===== config.mk =====
export PLATFORM = sky130hd
export DESIGN_NAME = vend_ctrl_n
export DESIGN_NICKNAME = d
export VERILOG_FILES = /design/src/rtl/vend_ctrl_n.sv
export SDC_FILE = /design/constraint.sdc
export NUM_CORES = 1
export LEC_CHECK = 0
export CORE_ASPECT_RATIO = 0.8
export CORE_MARGIN = 1
export CORE_UTILIZATION = 55
export CTS_BUF_LIST = sky130_fd_sc_hd__clkbuf_2 sky130_fd_sc_hd__clkbuf_4 sky130_fd_sc_hd__clkbuf_8
export CTS_CLUSTER_SIZE = 8
export DETAILED_ROUTE_END_ITERATION = 8
export PLACE_DENSITY = 0.84
export SYNTH_ARGS = -nofsm -noshare
export SYNTH_HDL_FRONTEND = slang
export SYNTH_SLANG_ARGS = --single-unit
export TNS_END_PERCENT = 100

===== constraint.sdc =====
create_clock -name clk -period 3.35 [get_ports clk]
set_input_delay 0.8375 -clock clk [delete_from_list [all_inputs] [get_ports clk]]
set_output_delay 0.8375 -clock clk [all_outputs]
set_load 0.02 [all_outputs]

===== src/rtl/vend_ctrl_n.sv =====
// vend_ctrl_n: parametrised vending controller.
// Credit is kept in half-yuan units. Coins are accepted up to a ceiling, a
// product is released over a take handshake, and change goes back one coin
// per ready cycle.
module vend_ctrl_n #(
  parameter int N_ITEMS = 4,
  parameter int SUM_W   = 7,
  parameter int SUM_MAX = 80,
  parameter logic [N_ITEMS*SUM_W-1:0] PRICES = {7'd14, 7'd6, 7'd10, 7'd5},
  parameter int IDX_W   = $clog2(N_ITEMS)
) (
  input  logic               clk,
  input  logic               rst_n,
  input  logic               power,
  input  logic               insert,
  input  logic [1:0]         coin_val,
  input  logic               sel_valid,
  input  logic [IDX_W-1:0]   sel_idx,
  input  logic               cancel,
  input  logic               take_ack,
  input  logic               chg_ready,
  output logic               hold_ind,
  output logic [N_ITEMS-1:0] item_avail,
  output logic               vend_valid,
  output logic [IDX_W-1:0]   vend_idx,
  output logic               chg_pulse,
  output logic               chg_type,
  output logic               coin_reject,
  output logic               sel_reject,
  output logic [SUM_W-1:0]   coin_sum
);

  typedef enum logic [1:0] {S_IDLE, S_CREDIT, S_VEND, S_REFUND} state_e;

  localparam logic [SUM_W:0] SUM_MAX_L = (SUM_W+1)'(SUM_MAX);
  localparam logic [IDX_W:0] N_ITEMS_L = (IDX_W+1)'(N_ITEMS);

  state_e             state_q, state_d;
  logic [SUM_W-1:0]   sum_q, sum_d;
  logic               vend_valid_q, vend_valid_d;
  logic [IDX_W-1:0]   vend_idx_q, vend_idx_d;
  logic               pend_q, pend_d;
  logic               chg_pulse_q, chg_pulse_d;
  logic               chg_type_q, chg_type_d;
  logic               coin_rej_q, coin_rej_d;
  logic               sel_rej_q, sel_rej_d;

  logic [SUM_W-1:0]   price [N_ITEMS];
  logic [SUM_W-1:0]   sel_price;
  logic [SUM_W:0]     coin_v;
  logic [SUM_W:0]     sum_add;
  logic               coin_ok;
  logic               accepting;
  logic               sel_ok;

  // unpack the price table; an item is available only while taking credit
  for (genvar i = 0; i < N_ITEMS; i++) begin : g_item
    assign price[i]      = PRICES[i*SUM_W +: SUM_W];
    assign item_avail[i] = (state_q == S_CREDIT) && (sum_q >= price[i]);
  end

  // coin decode and ceiling check, done one bit wider so the sum cannot wrap
  always_comb begin
    coin_v = '0;
    case (coin_val)
      2'b01:   coin_v = (SUM_W+1)'(2);
      2'b10:   coin_v = (SUM_W+1)'(20);
      2'b11:   coin_v = (SUM_W+1)'(1);
      default: coin_v = '0;
    endcase
    sum_add   = {1'b0, sum_q} + coin_v;
    coin_ok   = (coin_val != 2'b00) && (sum_add <= SUM_MAX_L);
    accepting = power && !cancel &&
                ((state_q == S_IDLE) || (state_q == S_CREDIT));
  end

  // price of the selected item; out-of-range indices never match
  always_comb begin
    sel_price = '0;
    for (int i = 0; i < N_ITEMS; i++)
      if (sel_idx == i[IDX_W-1:0]) sel_price = price[i];
    sel_ok = ({1'b0, sel_idx} < N_ITEMS_L) && (sum_q >= sel_price);
  end

  // next state and registered outputs
  always_comb begin
    state_d      = state_q;
    sum_d        = sum_q;
    vend_valid_d = vend_valid_q;
    vend_idx_d   = vend_idx_q;
    pend_d       = pend_q;
    chg_pulse_d  = 1'b0;
    chg_type_d   = 1'b0;
    coin_rej_d   = 1'b0;
    sel_rej_d    = 1'b0;

    // any coin that is not actually banked goes straight back
    if (insert && !(accepting && coin_ok)) coin_rej_d = 1'b1;

    case (state_q)
      S_IDLE: begin
        if (insert && accepting && coin_ok) begin
          sum_d   = sum_add[SUM_W-1:0];
          state_d = S_CREDIT;
        end
      end
      S_CREDIT: begin
        if (!power || cancel) begin
          state_d = (sum_q != '0) ? S_REFUND : S_IDLE;
        end else if (insert) begin
          if (coin_ok) sum_d = sum_add[SUM_W-1:0];
        end else if (sel_valid) begin
          if (sel_ok) begin
            sum_d        = sum_q - sel_price;
            vend_idx_d   = sel_idx;
            vend_valid_d = 1'b1;
            state_d      = S_VEND;
          end else begin
            sel_rej_d = 1'b1;
          end
        end
      end
      S_VEND: begin
        // losing power mid-vend behaves like a cancel once the tray clears
        if (cancel || !power) pend_d = 1'b1;
        if (take_ack) begin
          vend_valid_d = 1'b0;
          pend_d       = 1'b0;
          if ((pend_q || cancel || !power) && (sum_q != '0)) state_d = S_REFUND;
          else if (sum_q == '0)                              state_d = S_IDLE;
          else                                               state_d = S_CREDIT;
        end
      end
      S_REFUND: begin
        if (sum_q == '0) begin
          state_d = S_IDLE;
        end else if (chg_ready) begin
          chg_pulse_d = 1'b1;
          if (sum_q >= SUM_W'(2)) begin
            chg_type_d = 1'b1;
            sum_d      = sum_q - SUM_W'(2);
          end else begin
            sum_d      = sum_q - SUM_W'(1);
          end
        end
      end
      default: state_d = S_IDLE;
    endcase
  end

  // state and output registers
  always_ff @(posedge clk or negedge rst_n) begin
    if (!rst_n) begin
      state_q      <= S_IDLE;
      sum_q        <= '0;
      vend_valid_q <= 1'b0;
      vend_idx_q   <= '0;
      pend_q       <= 1'b0;
      chg_pulse_q  <= 1'b0;
      chg_type_q   <= 1'b0;
      coin_rej_q   <= 1'b0;
      sel_rej_q    <= 1'b0;
    end else begin
      state_q      <= state_d;
      sum_q        <= sum_d;
      vend_valid_q <= vend_valid_d;
      vend_idx_q   <= vend_idx_d;
      pend_q       <= pend_d;
      chg_pulse_q  <= chg_pulse_d;
      chg_type_q   <= chg_type_d;
      coin_rej_q   <= coin_rej_d;
      sel_rej_q    <= sel_rej_d;
    end
  end

  assign hold_ind    = (state_q != S_IDLE);
  assign vend_valid  = vend_valid_q;
  assign vend_idx    = vend_idx_q;
  assign chg_pulse   = chg_pulse_q;
  assign chg_type    = chg_type_q;
  assign coin_reject = coin_rej_q;
  assign sel_reject  = sel_rej_q;
  assign coin_sum    = sum_q;

endmodule

==> results.json <==
{
  "outcome": "finished clean",
  "cp_slowest_stage_delay_ns": 0.37,
  "end_kind": "register",
  "syn_area_per_cell_um2": 7.99,
  "worstMarginPinSlew_ns": 0.774,
  "fp.coreArea_um2": 3110,
  "grt_pass1_vias": 1857,
  "grt_usage": 0.344,
  "met1_usage": 0.463,
  "cap_viol_max_count": 0,
  "drc": 0,
  "ant_nets": 0,
  "synthFlopType": "dfrtp_1",
  "vias": 2115,
  "grt_pass1_wl_um": 8920,
  "cts_buffers": 3,
  "worstReg2RegEnd": "coin_sum[4]",
  "fin_nets": 312,
  "hold_depth": 2,
  "slew_viol_final": 0,
  "hold_start": "vend_idx[0]",
  "wire_per_inst_um": 18.0,
  "async_flop_share": 1.00,
  "fmax_mhz": 303,
  "slowest_stage": "fa_2",
  "crit_fanout": 7,
  "first_pass_iters": 5,
  "ys.warnings.count": 0,
  "grt-busiest-layer": "met2",
  "clk_pin_slew_ns": 0.06,
  "whs_ns": 0.500,
  "startpoint_type": "primary input",
  "htreeDepth": 1,
  "crit_top_cell": "buf_4",
  "grt_use_met3": 0.0797,
  "p_per_area_nw_per_um2": 952,
  "fin_crit_ns": 3.30,
  "postSynthCellCount": 226,
  "ys_types": 60,
  "die_area_um2": 3520,
  "reg2regPathDepth": 10,
  "synth-seq-cells": 17,
  "hp-class": "register to register",
  "grtUsageMet2": 0.531,
  "crit_chain": "dlygate4sd2_1, and2_1, ha_2, fa_2, o21ai_2, mux2i_2, nor3_1, o221ai_2, buf_4, a21oi_4, o22ai_4, buf_4, o21ai_1",
  "hold_buffers": 0,
  "layout_commonest_cell": "buf_4",
  "r2r_slack_ns": 0.51,
  "cp.required_ns": 3.47,
  "yosysSeqAreaShare": 0.236,
  "n_antenna_cell": 0,
  "max_slew_margin": 0.483,
  "detailed_place_hpwl_um": 3940,
  "grt_max_degree": 23,
  "finalSetupViolations": 0,
  "cts_tree": "done",
  "syn_area_um2": 1810,
  "setup_tns_ns": 0,
  "gp_congestion": 0.963,
  "finalPower_uw": 2410,
  "wirelength_um": 5800,
  "cts_num_sinks": 17,
  "arrival_ns": 3.42,
  "numPortBuffers": 30,
  "synth_nets": 255,
  "ir_drop_v": 0.000495,
  "hold_viol": 0,
  "critPathLaunch": "coin_val[1]",
  "final_layout_size_suffix_gt1_frac": 0.248,
  "dieHeight_um": 53.2,
  "layout_common_cells": "buf_4, clkdlybuf4s50_1, nor2_1, dfrtp_1, nand2_1",
  "clk_latency_ns": 0.25,
  "initial_core_util": 0.581,
  "clockBufferDepth": 2,
  "antenna_found_initial": 0,
  "min_period_over_period": 0.985,
  "ios": 31,
  "grt_overflow": 0,
  "crit_type": "primary input to register",
  "area.growth.synth_to_final_pct": 40.0,
  "p_leak_uw": 0.00108,
  "min_to": "vend_idx[0]",
  "fin_skew_ns": 0.00945,
  "root_buffer": "clkbuf_8",
  "synth_enable_flop_cells": 0,
  "r2r-start": "coin_sum[3]",
  "die_w_um": 66.1,
  "rows": 18,
  "drtIter0Drc": 358,
  "avgViaCountPerCell": 6.57
}
-- timing repair --
item	CTS	global route
gates resized for setup	18	15
buffers inserted	4	0
gates cloned	1	0
endpoints found under the setup margin	7	6
pin swaps	11	13
-- how the worst max path moves through the flow --
stage	to	slack [ns]
2_1_floorplan	coin_sum[0]	0.18
3_3_place_gp	coin_sum[0]	-0.34
3_5_place_dp	coin_sum[0]	-0.48
4_1_cts	coin_sum[2]	0.04
5_1_grt	coin_sum[0]	-0.03
6_report	coin_sum[2]	0.05
-- critical path, delay by kind of cell --
| kind | cells | cell delay [ns] |
|---|---|---|
| AO/OA/AOI/OAI | 5 | 0.88 |
| buffers and inverters | 3 | 0.60 |
| multiplexers | 1 | 0.30 |
| AND/OR/NAND/NOR | 2 | 0.26 |
| adder cells (fa/ha/maj) | 2 | 0.55 |
-- synthesized netlist by cell type (all sizes together), types with 2 or more instances --
cell type	count	area share
and2	2	0.0069
xor2	2	0.0097
nand2	14	0.029
dfrtp	17	0.24
or3	2	0.0069
o2111ai	2	0.0097
nand3b	3	0.012
o31ai	2	0.0083
a21o	2	0.0083
or4	2	0.0083
inv	13	0.027
a31oi	4	0.014
a21oi	17	0.051
buf	7	0.024
fa	2	0.022
nand3	9	0.025
o2bb2ai	2	0.0097
o221ai	2	0.013
xnor2	5	0.024
nor2b	3	0.010
o21ai	22	0.061
a32oi	2	0.0097
a221oi	3	0.015
and3	2	0.0069
clkbuf	5	0.010
ha	15	0.10
or2	2	0.0069
a22o	2	0.0097
a211oi	3	0.012
nor2	21	0.044
a22oi	2	0.0083
nand2b	3	0.010
nor3	11	0.030
-- cell type report --
class                      count  area [um2]
multi-input combinational    184        1400
fill                         207         581
timing repair buffer          63         558
sequential                    17         425
inverter                      14        52.6
tap                           40        50.0
clock buffer                   3        41.3
clock inverter                 1        5.00
-- cells by family after synthesis --
group	count (synthesis)	synth area share
compound gates	77	0.299
xor+xnor	7	0.0340
fa+ha+maj	18	0.132
buf+inv	26	0.0638
flops	17	0.236
mux	2	0.0118
simple gates	79	0.223
-- power by group --
part	switching [uW]	internal (uW)	leakage [uW]
clock network	72.8	82.5	0.0000255
registers	118	284	0.000208
logic	1040	813	0.000844
-- per-layer routing --
metal	wire (um)	vias up
li1	-	961
met1	2360	956
met2	2510	171
met3	691	27
met4	238	0
met5	0	-
-- flip-flops by register name (all words and copies together), names as in the netlist --
register,flops
coin_sum,7
state_q,2
vend_idx,2
chg_pulse,1
chg_type,1
coin_reject,1
pend_q,1
sel_reject,1
vend_valid,1
-- metrics by stage --
stage / area [um2] / std cells / util / worst slack (ns)
floorplan: 1810 / 226 / - / 0.183
global placement: 2310 / 313 / 0.744 / -0.344
detailed placement: 2310 / 313 / 0.744 / -0.485
CTS: 2470 / 322 / 0.793 / 0.0421
global route: 2530 / 322 / 0.813 / -0.0299
finish: 2530 / 322 / 0.813 / 0.0488
No activity file was read; power rests on OpenSTA's default activity.
